## config.mk

```make
export PLATFORM = sky130hd
export DESIGN_NAME = multi_channel_sym_pwm
export DESIGN_NICKNAME = d
export VERILOG_FILES = /design/src/rtl/multi_channel_sym_pwm.sv
export SDC_FILE = /design/constraint.sdc
export NUM_CORES = 1
export LEC_CHECK = 0
export ABC_AREA = 1
export CAP_MARGIN = 10
export CORE_UTILIZATION = 50
export DETAILED_ROUTE_END_ITERATION = 8
export GPL_TIMING_DRIVEN = 0
export HOLD_SLACK_MARGIN = 0.15
export PLACE_DENSITY_LB_ADDON = 0.1
export SYNTH_ARGS = -nofsm -noshare
export SYNTH_HDL_FRONTEND = slang
export SYNTH_SLANG_ARGS = --single-unit
```

## constraint.sdc

```tcl
create_clock -name clk_i -period 2.8 [get_ports clk_i]
set_input_delay 0.42 -clock clk_i [delete_from_list [all_inputs] [get_ports clk_i]]
set_output_delay 0.42 -clock clk_i [all_outputs]
set_load 0.05 [all_outputs]
```

## src/rtl/multi_channel_sym_pwm.sv

```systemverilog
// Centre-aligned N-channel complementary PWM with shared up/down carrier,
// runtime deadtime, shadowed period/duty, latched fault trip and override.
module multi_channel_sym_pwm #(
  parameter int CHANNELS      = 3,
  parameter int WIDTH         = 16,
  parameter int DT_WIDTH      = 8,
  parameter int LOAD_MODE     = 0,
  parameter int NEGATE_OUTPUT = 0
) (
  input  logic                    clk_i,
  input  logic                    rst_ni,
  input  logic                    enable_i,
  input  logic [WIDTH-1:0]        period_i,
  input  logic [CHANNELS*WIDTH-1:0] duty_i,
  input  logic [DT_WIDTH-1:0]     deadtime_i,
  input  logic [2*CHANNELS-1:0]   override_i,
  input  logic                    fault_i,
  input  logic                    fault_clear_i,
  output logic [2*CHANNELS-1:0]   PWM_o,
  output logic                    sync_o,
  output logic [WIDTH-1:0]        counter_o,
  output logic                    fault_o
);

  logic [WIDTH-1:0]    cnt;
  logic                dir;
  logic [WIDTH-1:0]    period_r;
  logic [WIDTH-1:0]    period_ld;
  logic [DT_WIDTH-1:0] dt_r;
  logic [WIDTH-1:0]    duty_r [CHANNELS];
  logic [DT_WIDTH-1:0] dt_cnt [CHANNELS];
  logic [DT_WIDTH-1:0] dt_n   [CHANNELS];
  logic [CHANNELS-1:0] ref_c;
  logic [CHANNELS-1:0] ref_q;
  logic [CHANNELS-1:0] ref_prev;
  logic [CHANNELS-1:0] hi_d;
  logic [CHANNELS-1:0] lo_d;
  logic [2*CHANNELS-1:0] pwm_d;
  logic [2*CHANNELS-1:0] pwm_q;
  logic                valley;
  logic                peak;
  logic                up;
  logic                gen_en;
  logic                fault_d;

  // Carrier decode: slope direction and shadow-load points.
  always_comb begin
    valley    = (cnt == '0);
    peak      = (cnt == period_r);
    up        = valley | (dir & (cnt < period_r));
    period_ld = (period_i < WIDTH'(2)) ? WIDTH'(2) : period_i;
  end

  // Triangle carrier plus period/deadtime shadows loaded at the valley.
  always_ff @(posedge clk_i or negedge rst_ni) begin
    if (!rst_ni) begin
      cnt      <= '0;
      dir      <= 1'b1;
      period_r <= WIDTH'(2);
      dt_r     <= '0;
    end else begin
      cnt <= up ? cnt + WIDTH'(1) : cnt - WIDTH'(1);
      dir <= up;
      if (valley) begin
        period_r <= period_ld;
        dt_r     <= deadtime_i;
      end
    end
  end

  // Duty shadows: valley always, peak too when double-update is chosen.
  always_ff @(posedge clk_i or negedge rst_ni) begin
    if (!rst_ni) begin
      for (int k = 0; k < CHANNELS; k++) duty_r[k] <= '0;
    end else if (valley || (LOAD_MODE != 0 && peak)) begin
      for (int k = 0; k < CHANNELS; k++)
        duty_r[k] <= duty_i[k*WIDTH +: WIDTH];
    end
  end

  // Down-slope compare is inclusive so the pulse is exactly 2*duty clocks.
  always_comb begin
    for (int k = 0; k < CHANNELS; k++)
      ref_c[k] = up ? (duty_r[k] > cnt) : (duty_r[k] >= cnt);
  end

  // Deadtime: edges blank both sides, new side follows dt_r+1 clocks later.
  always_comb begin
    gen_en = enable_i & ~fault_o;
    for (int k = 0; k < CHANNELS; k++) begin
      dt_n[k] = dt_cnt[k];
      hi_d[k] = 1'b0;
      lo_d[k] = 1'b0;
      if (!gen_en) begin
        dt_n[k] = dt_r;
      end else if (ref_q[k] != ref_prev[k]) begin
        dt_n[k] = dt_r;
        if (dt_r == '0) begin
          hi_d[k] = ref_q[k];
          lo_d[k] = ~ref_q[k];
        end
      end else begin
        if (dt_cnt[k] != '0) dt_n[k] = dt_cnt[k] - DT_WIDTH'(1);
        if (dt_cnt[k] <= DT_WIDTH'(1)) begin
          hi_d[k] = ref_q[k];
          lo_d[k] = ~ref_q[k];
        end
      end
    end
  end

  // Fault beats override; override pair 11 locks both sides off.
  always_comb begin
    fault_d = fault_i | (fault_o & ~fault_clear_i);
    pwm_d   = '0;
    for (int k = 0; k < CHANNELS; k++) begin
      if (fault_d)
        pwm_d[2*k +: 2] = 2'b00;
      else if (override_i[2*k +: 2] == 2'b11)
        pwm_d[2*k +: 2] = 2'b00;
      else if (override_i[2*k +: 2] != 2'b00)
        pwm_d[2*k +: 2] = override_i[2*k +: 2];
      else
        pwm_d[2*k +: 2] = {lo_d[k], hi_d[k]};
    end
  end

  // Reference, edge history, deadtime counters, fault latch and pins.
  always_ff @(posedge clk_i or negedge rst_ni) begin
    if (!rst_ni) begin
      ref_q    <= '0;
      ref_prev <= '0;
      pwm_q    <= '0;
      fault_o  <= 1'b0;
      for (int k = 0; k < CHANNELS; k++) dt_cnt[k] <= '0;
    end else begin
      ref_q    <= ref_c;
      ref_prev <= ref_q;
      pwm_q    <= pwm_d;
      fault_o  <= fault_d;
      for (int k = 0; k < CHANNELS; k++) dt_cnt[k] <= dt_n[k];
    end
  end

  // Pin polarity and status outputs.
  always_comb begin
    PWM_o     = (NEGATE_OUTPUT != 0) ? ~pwm_q : pwm_q;
    sync_o    = valley & rst_ni;
    counter_o = cnt;
  end

endmodule

```

==> results of run 1 <==
-- cells in the mapped netlist, drive strengths merged --
| cell type | instances | share of area, % |
|---|---|---|
| nor3 | 12 | 0.89 |
| inv | 113 | 5.8 |
| nand2 | 284 | 15 |
| o21bai | 2 | 0.20 |
| o211a | 3 | 0.41 |
| xnor2 | 13 | 1.6 |
| or2 | 3 | 0.26 |
| nor4 | 5 | 0.43 |
| ha | 83 | 14 |
| nand3 | 22 | 1.5 |
| a22oi | 1 | 0.10 |
| dfstp | 2 | 0.72 |
| a21oi | 51 | 3.6 |
| fa | 1 | 0.27 |
| a21o | 2 | 0.20 |
| o21ai | 63 | 4.4 |
| o22ai | 7 | 0.60 |
| dfrtp | 124 | 42 |
| clkbuf | 4 | 0.20 |
| o21a | 1 | 0.10 |
| buf | 12 | 1.2 |
| nand4 | 12 | 1.0 |
| nor2 | 46 | 2.5 |
| xor2 | 13 | 1.6 |
| a221oi | 1 | 0.12 |
| o211ai | 2 | 0.20 |
| a31oi | 3 | 0.26 |
| o221ai | 6 | 0.72 |
| o22a | 1 | 0.12 |
-- flip-flops by register name, summed over array words and instances, names as in the netlist --
register,cells
period_r,16
counter_o,16
ref_prev,3
dt_cnt,24
dir,1
fault_o,1
ref_q,3
PWM_o,6
dt_r,8
duty_r,48
-- worst max-delay path: stages, from the launching register on --
cell and delay (ns):
dfrtp_2 0.42, ha_1 0.31, a21oi_1 0.14, o21ai_0 0.11
a21oi_1 0.19, nand2_2 0.11, nand2_4 0.16, clkinv_8 0.12
ha_4 0.32, nand2_4 0.06, o21ai_4 0.20, nand2_2 0.10
nand2_4 0.08, nand2_2 0.05, o211ai_1 0.13, inv_1 0.12
nand3_2 0.09, nand2_2 0.04
-- worst max path at each step --
stage,start,end,slack (ns),depth (start not counted)
6_report,counter_o[9],counter_o[15],-0.05,17
5_1_grt,counter_o[0],counter_o[15],-0.26,22
4_1_cts,period_r[1],counter_o[15],0.006,22
3_5_place_dp,period_r[1],counter_o[11],-0.26,22
3_3_place_gp,rst_ni,counter_o[14],-4.17,1
2_1_floorplan,counter_o[15],counter_o[12],0.03,17
-- routing by layer --
metal / up-vias / wire length (um)
met1: 3026 / 8183
met2: 170 / 9353
met5: - / 0
met3: 28 / 833
met4: 0 / 396
li1: 3218 / -
-- power by group through the flow --
stage / sequential [mW] / combinational, mW / clock, mW
finish: 2.79 / 4.77 / 2.19
global route: 2.84 / 5.35 / 2.30
CTS: 2.80 / 4.17 / 2.21
detailed placement: 2.80 / 3.99 / 0
global placement: 2.80 / 3.89 / 0
floorplan: 3.07 / 2.53 / 0
-- placed cells by master (no fill, tap or decap), types with 4 or more instances in the layout --
cell type	synthesis	final
a21oi_1	49	45
a21oi_2	2	5
buf_2	7	7
buf_4	0	25
buf_6	5	8
clkbuf_1	4	5
clkbuf_16	0	17
clkdlybuf4s50_1	0	104
clkinv_2	0	7
dfrtp_1	124	110
dfrtp_2	0	14
ha_1	83	65
ha_4	0	18
inv_1	108	106
inv_2	5	5
nand2_1	282	273
nand2_2	2	8
nand3_1	22	21
nand4_1	12	12
nor2_1	45	45
nor3_1	11	9
nor4_1	5	4
o21ai_0	59	59
o221ai_1	6	6
o22ai_1	7	7
xnor2_1	13	13
xor2_1	13	13
-- area by class of cell --
class / instances / share of cell area (%)
Clock inverter: 13 / 1.504
Sequential cell: 126 / 32.31
Timing Repair Buffer: 135 / 13.32
Tap cell: 180 / 2.294
Buffer: 16 / 1.121
Inverter: 113 / 4.472
Multi-Input combinational cell: 637 / 40.51
Timing Repair inverter: 1 / 0.06371
Clock buffer: 19 / 4.409
-- through the flow --
step | power (mW) | hold slack [ns]
2_1_floorplan | 5.598 | 0.1244
3_3_place_gp | 6.691 | 0.4322
3_5_place_dp | 6.792 | 0.3044
4_1_cts | 9.177 | 0.4268
5_1_grt | 10.49 | 0.4566
6_report | 9.744 | 0.4304
-- timing repair --
item	4_1_cts	5_1_grt
resized for setup	21	36
cloned	1	0
endpoints found under the setup margin	9	11
pin swaps	4	20
setup buffers	3	24
hold endpoints to repair	27	0
hold buffers	1	0
-- cell families after synthesis --
group,share of synthesized area (%)
AO/OA/AOI/OAI,11.02
AND/OR/NAND/NOR,21.16
XOR/XNOR,3.106
buffers and inverters,7.235
adder cells (fa/ha/maj),14.44
flip-flops,43.04
==> results.yml, run 1 <==
run_status:
  status: "finished with violations"
  violations: "negative setup slack"
cells_and_area:
  num-fill-cells: 1129
  diodes: 0
  multi_input_area_mm2: 0.003978
  seq_area_mm2: 0.003173
  syn2layout_area_growth_pct: 33.92
  drive_gt1_share_pct: 13.68
  final_area_mm2: 0.009819
  fin_nets: 1214
  final_core_util_pct: 69.66
  fin_cells: 1240
critical_path:
  rr_endpoint: "counter_o[15]"
  critPathRequiredTime_ns: 3.11
  setup.worst_path.start_class: "flip-flop"
  timing_worst_setup_path_type: "flip-flop to flip-flop"
  rr_startpoint: "counter_o[9]"
  critPathMaxFanout: 8
  regToRegSetupSlack_ns: -0.05
  worstSetupEndpointType: "flip-flop"
  reg2reg_depth: 17
  arrival_ns: 3.17
floorplan:
  die_w_um: 123.1
  fp.coreArea_mm2: 0.01410
  die_area_mm2: 0.01515
  ios: 107
  rows: 43
  start_util_pct: 52.01
  die_y_um: 123.1
timing:
  hold_violations: 0
  rsz0062_at_grt: "true"
  period_needed_ns: 2.853
  fin_ws_ns: -0.05326
  slew_headroom_pct: 64.31
  clock.fmax_mhz: 350.5
  worst_pin_slew_ns: 0.5353
  fin_setup_tns_ns: -0.1337
  min_period_over_period_pct: 101.9
  clock_skew_ns: 0.007999
  slew_viol_final: 0
  finalSetupViolCount: 4
routing:
  first_iter_violations: 378
  wl_per_cell_um: 15.13
  avgViaCountPerCell: 5.195
  drtAntennaViolNets: 0
  vias: 6442
  drtPass1Iterations: 5
  drt-total-wl_um: 18770
  drc: 0
clock_network:
  cts_buffers: 17
  htreeDepth: 4
  cts_sinks: 126
  clk_pin_slew_ns: 0.06
  cts.path.max_buffers: 2
  clk_latency_ns: 0.42
  root_buffer: "clkbuf_16"
  cts_tree: "yes"
synth:
  synth_area_per_cell_um2: 8.220
  yosys_warnings: 0
  netlist_instances: 892
  synth_fp_nets: 1059
  ys_types: 38
  synth_area_mm2: 0.007332
  synth-seq-cells: 126
  seq_area_frac_synth_pct: 43.04
power:
  p_int_mw: 5.775
  p_seq_share_pct: 28.6
  power_frac_clock_pct: 22.4
  leakage_nw: 4.768
  power.switching_mw: 3.969
  ir_worst_vdd_mv: 0.8333
  swShare_pct: 40.74
  powerDensity_mw_per_mm2: 992.3
  power_frac_comb_pct: 48.9
placed_design:
  pre_cts_ws_ns: -0.2627
  dpl_cell_area_mm2: 0.008707
  place_congestion: 0.9122
  dp_hpwl_um: 13130
  dp_cells: 1179
  io_buffer_count: 106
min_path:
  hold_class: "input pin to async pin"
grt:
  grt.busiest_layer: "met2"
  grt_first_pass_wirelength_um: 29580
  grt_antenna_before_repair: 0
  track_usage_pct: 25.88
  use_met1_pct: 32.39
  use_met3_pct: 5.304
  grt_pass1_vias: 6111
  met2_usage_pct: 43.93
  grt_max_degree: 101
  grt_remaining_overflow: 0
run:
  max_cap_violations: 0
No activity file was read; power rests on OpenSTA's default activity.
==> run 2, diff against run 1 <==
--- a/config.mk
+++ b/config.mk
@@ -7,7 +7,7 @@
 export LEC_CHECK = 0
 export ABC_AREA = 1
 export CAP_MARGIN = 10
-export CORE_UTILIZATION = 50
+export CORE_UTILIZATION = 55
 export DETAILED_ROUTE_END_ITERATION = 8
 export GPL_TIMING_DRIVEN = 0
 export HOLD_SLACK_MARGIN = 0.15
==> constraint.sdc (replaced) <==
create_clock -name clk_i -period 3.5 [get_ports clk_i]
set_input_delay 0.525 -clock clk_i [delete_from_list [all_inputs] [get_ports clk_i]]
set_output_delay 0.525 -clock clk_i [all_outputs]
set_load 0.05 [all_outputs]
==> run 2 against run 1 <==
Against the previous run: critical path type unchanged; hold slack gained 0.025 ns; clock power shrank 11%; the run now ends clean; first-iteration DRC count shrank 0.53%; sequential share of layout area grew 1.6 points; largest power group unchanged; worst setup slack gained 0.36 ns; count of clock-buffer cells in the layout grew 2; sequential power shrank 21%; critical endpoint is now counter_o[12]; combinational power shrank 32%; register-to-register slack gained 0.36 ns; global-route usage grew 1.9 points; design area shrank 5.1%.
==> results.yml, run 2 (same netlist as run 1, synthesis figures left out) <==
critical_path:
  timing_worst_setup_path_type: "flip-flop to flip-flop"
  arrival_ns: 3.50
  critPathMaxFanout: 17
  critPathRequiredTime_ns: 3.81
  worstSetupEndpointType: "flip-flop"
  regToRegSetupSlack_ns: 0.30
  setup.worst_path.start_class: "flip-flop"
clock_network:
  htreeDepth: 4
  clk_latency_ns: 0.43
  postCtsSetupBuffers: 0
  clk_pin_slew_ns: 0.05
  cts_tree: "yes"
  cts.path.max_buffers: 2
  cts_sinks: 126
  root_buffer: "clkbuf_16"
  cts_buffers: 17
cells_and_area:
  layout_common_cells: "nand2_1 (281), dfrtp_1 (124), inv_1 (108)"
  reg_top3: "duty_r (48), dt_cnt (24)"
  regMostFlops: "duty_r"
  syn2layout_area_growth_pct: 27.03
  final_common_cell: "nand2_1"
  fin_nets: 1186
  num-fill-cells: 998
  largest_reg_flops: 48
  fin_cells: 1204
  drive_gt1_share_pct: 6.105
  diodes: 0
placed_design:
  dp_cells: 1171
  place_congestion: 0.8822
  dp_hpwl_um: 13040
  pre_cts_ws_ns: 0.1833
  io_buffer_count: 106
timing:
  clock.fmax_mhz: 312.7
  hold_violations: 0
  fin_ws_ns: 0.3019
  finalSetupViolCount: 0
  hold_slack_ns: 0.4550
  min_period_over_period_pct: 91.37
  rsz0062_at_grt: "false"
  slew_viol_final: 0
  slew_headroom_pct: 57.37
  worst_pin_slew_ns: 0.6395
  period_needed_ns: 3.198
  clock_skew_ns: 0.006456
power:
  powerDensity_mw_per_mm2: 791.5
  ir_worst_vdd_mv: 0.5805
  leakage_nw: 4.673
floorplan:
  die_w_um: 117.5
  fp.coreArea_mm2: 0.01282
  rows: 41
  die_area_mm2: 0.01380
  start_util_pct: 57.17
  ios: 107
  die_y_um: 117.5
run_status:
  status: "finished clean"
routing:
  vias: 6277
  drt-total-wl_um: 17750
  drtAntennaViolNets: 0
  wl_per_cell_um: 14.75
  avgViaCountPerCell: 5.213
  first_iter_violations: 376
  drtPass1Iterations: 7
  drc: 0
run:
  max_cap_violations: 0
grt:
  grt_pass1_vias: 6328
  track_usage_pct: 27.77
  grt_antenna_before_repair: 0
  grt_max_degree: 82
  grt_remaining_overflow: 0
  grt_first_pass_wirelength_um: 30060
min_path:
  hold_class: "flip-flop to flip-flop"
[run 2: changes by cell type in the layout (fill, tap and decap cells not counted), sizes merged]
cell and change:
buf -27, bufinv +2, clkinv -2, clkinvlp -2, clkbuf +1, dlymetal6s2s +1, inv -1
[run 2: layer usage]
metal  global-route usage (%)  vias up  wire, um
met5                        0        -         0
met4                    10.74        0       461
met3                    5.959       36       748
met2                    47.00      142      8666
met1                    34.75     2928      7878
li1                         -     3171         -
[run 2: worst max-delay path, cell delays in order (launching register included)]
cell and delay, ns:
dfrtp_1 0.44, ha_1 0.34, a21oi_1 0.13, nor2_1 0.05, nor3_1 0.13, nand2_1 0.09, nand2_1 0.06, nand2_1 0.10
nand2_2 0.18, clkinv_4 0.18, ha_1 0.38, a21oi_1 0.19, o21ai_2 0.10, a21oi_2 0.26, inv_1 0.07, nand2_1 0.06
nand2_1 0.07, nand2_1 0.06, nand2_1 0.05, xor2_1 0.14
[run 2: layout make-up]
cell class | instances | area, um^2 | area share (%)
Buffer | 16 | 106.4 | 1.142
Clock buffer | 21 | 470.5 | 5.051
Clock inverter | 11 | 186.4 | 2.002
Inverter | 113 | 429.2 | 4.608
Multi-Input combinational cell | 637 | 3649 | 39.17
Sequential cell | 126 | 3156 | 33.88
Tap cell | 172 | 215.2 | 2.311
Timing Repair Buffer | 108 | 1102 | 11.84
[run 2: final timing paths]
path                       cells past startpoint            end    startpoint
min                                            0    ref_prev[0]      ref_q[0]
max                                           19  counter_o[12]  counter_o[5]
min in group asynchronous                      2        dt_r[5]        rst_ni
min reg2reg                                    0    ref_prev[0]      ref_q[0]
max in group asynchronous                      3            dir        rst_ni
max reg2reg                                   19  counter_o[12]  counter_o[5]
[run 2: through the flow]
step	TNS, ns	cell area (um^2)	power (mW)	utilization, %
floorplan	0	7332	4.434	-
finish	0	9314	7.372	72.62
CTS	0	9304	7.377	72.55
detailed placement	0	8637	5.371	67.35
global placement	-384.68	8608	5.281	67.12
global route	0	9314	7.953	72.62
[run 2: power by group]
| group | total, mW | switching (mW) | internal (mW) |
|---|---|---|---|
| sequential | 2.20 | 0.346 | 1.85 |
| clock | 1.96 | 0.642 | 1.31 |
| combinational | 3.22 | 1.96 | 1.25 |
| total | 7.37 | 2.95 | 4.42 |
[run 2: repair_timing]
item / CTS / global route
endpoints found under the setup margin: 0 / 9
gates resized for setup: 0 / 5
hold endpoints to repair: 46 / 0
hold buffers: 1 / 0
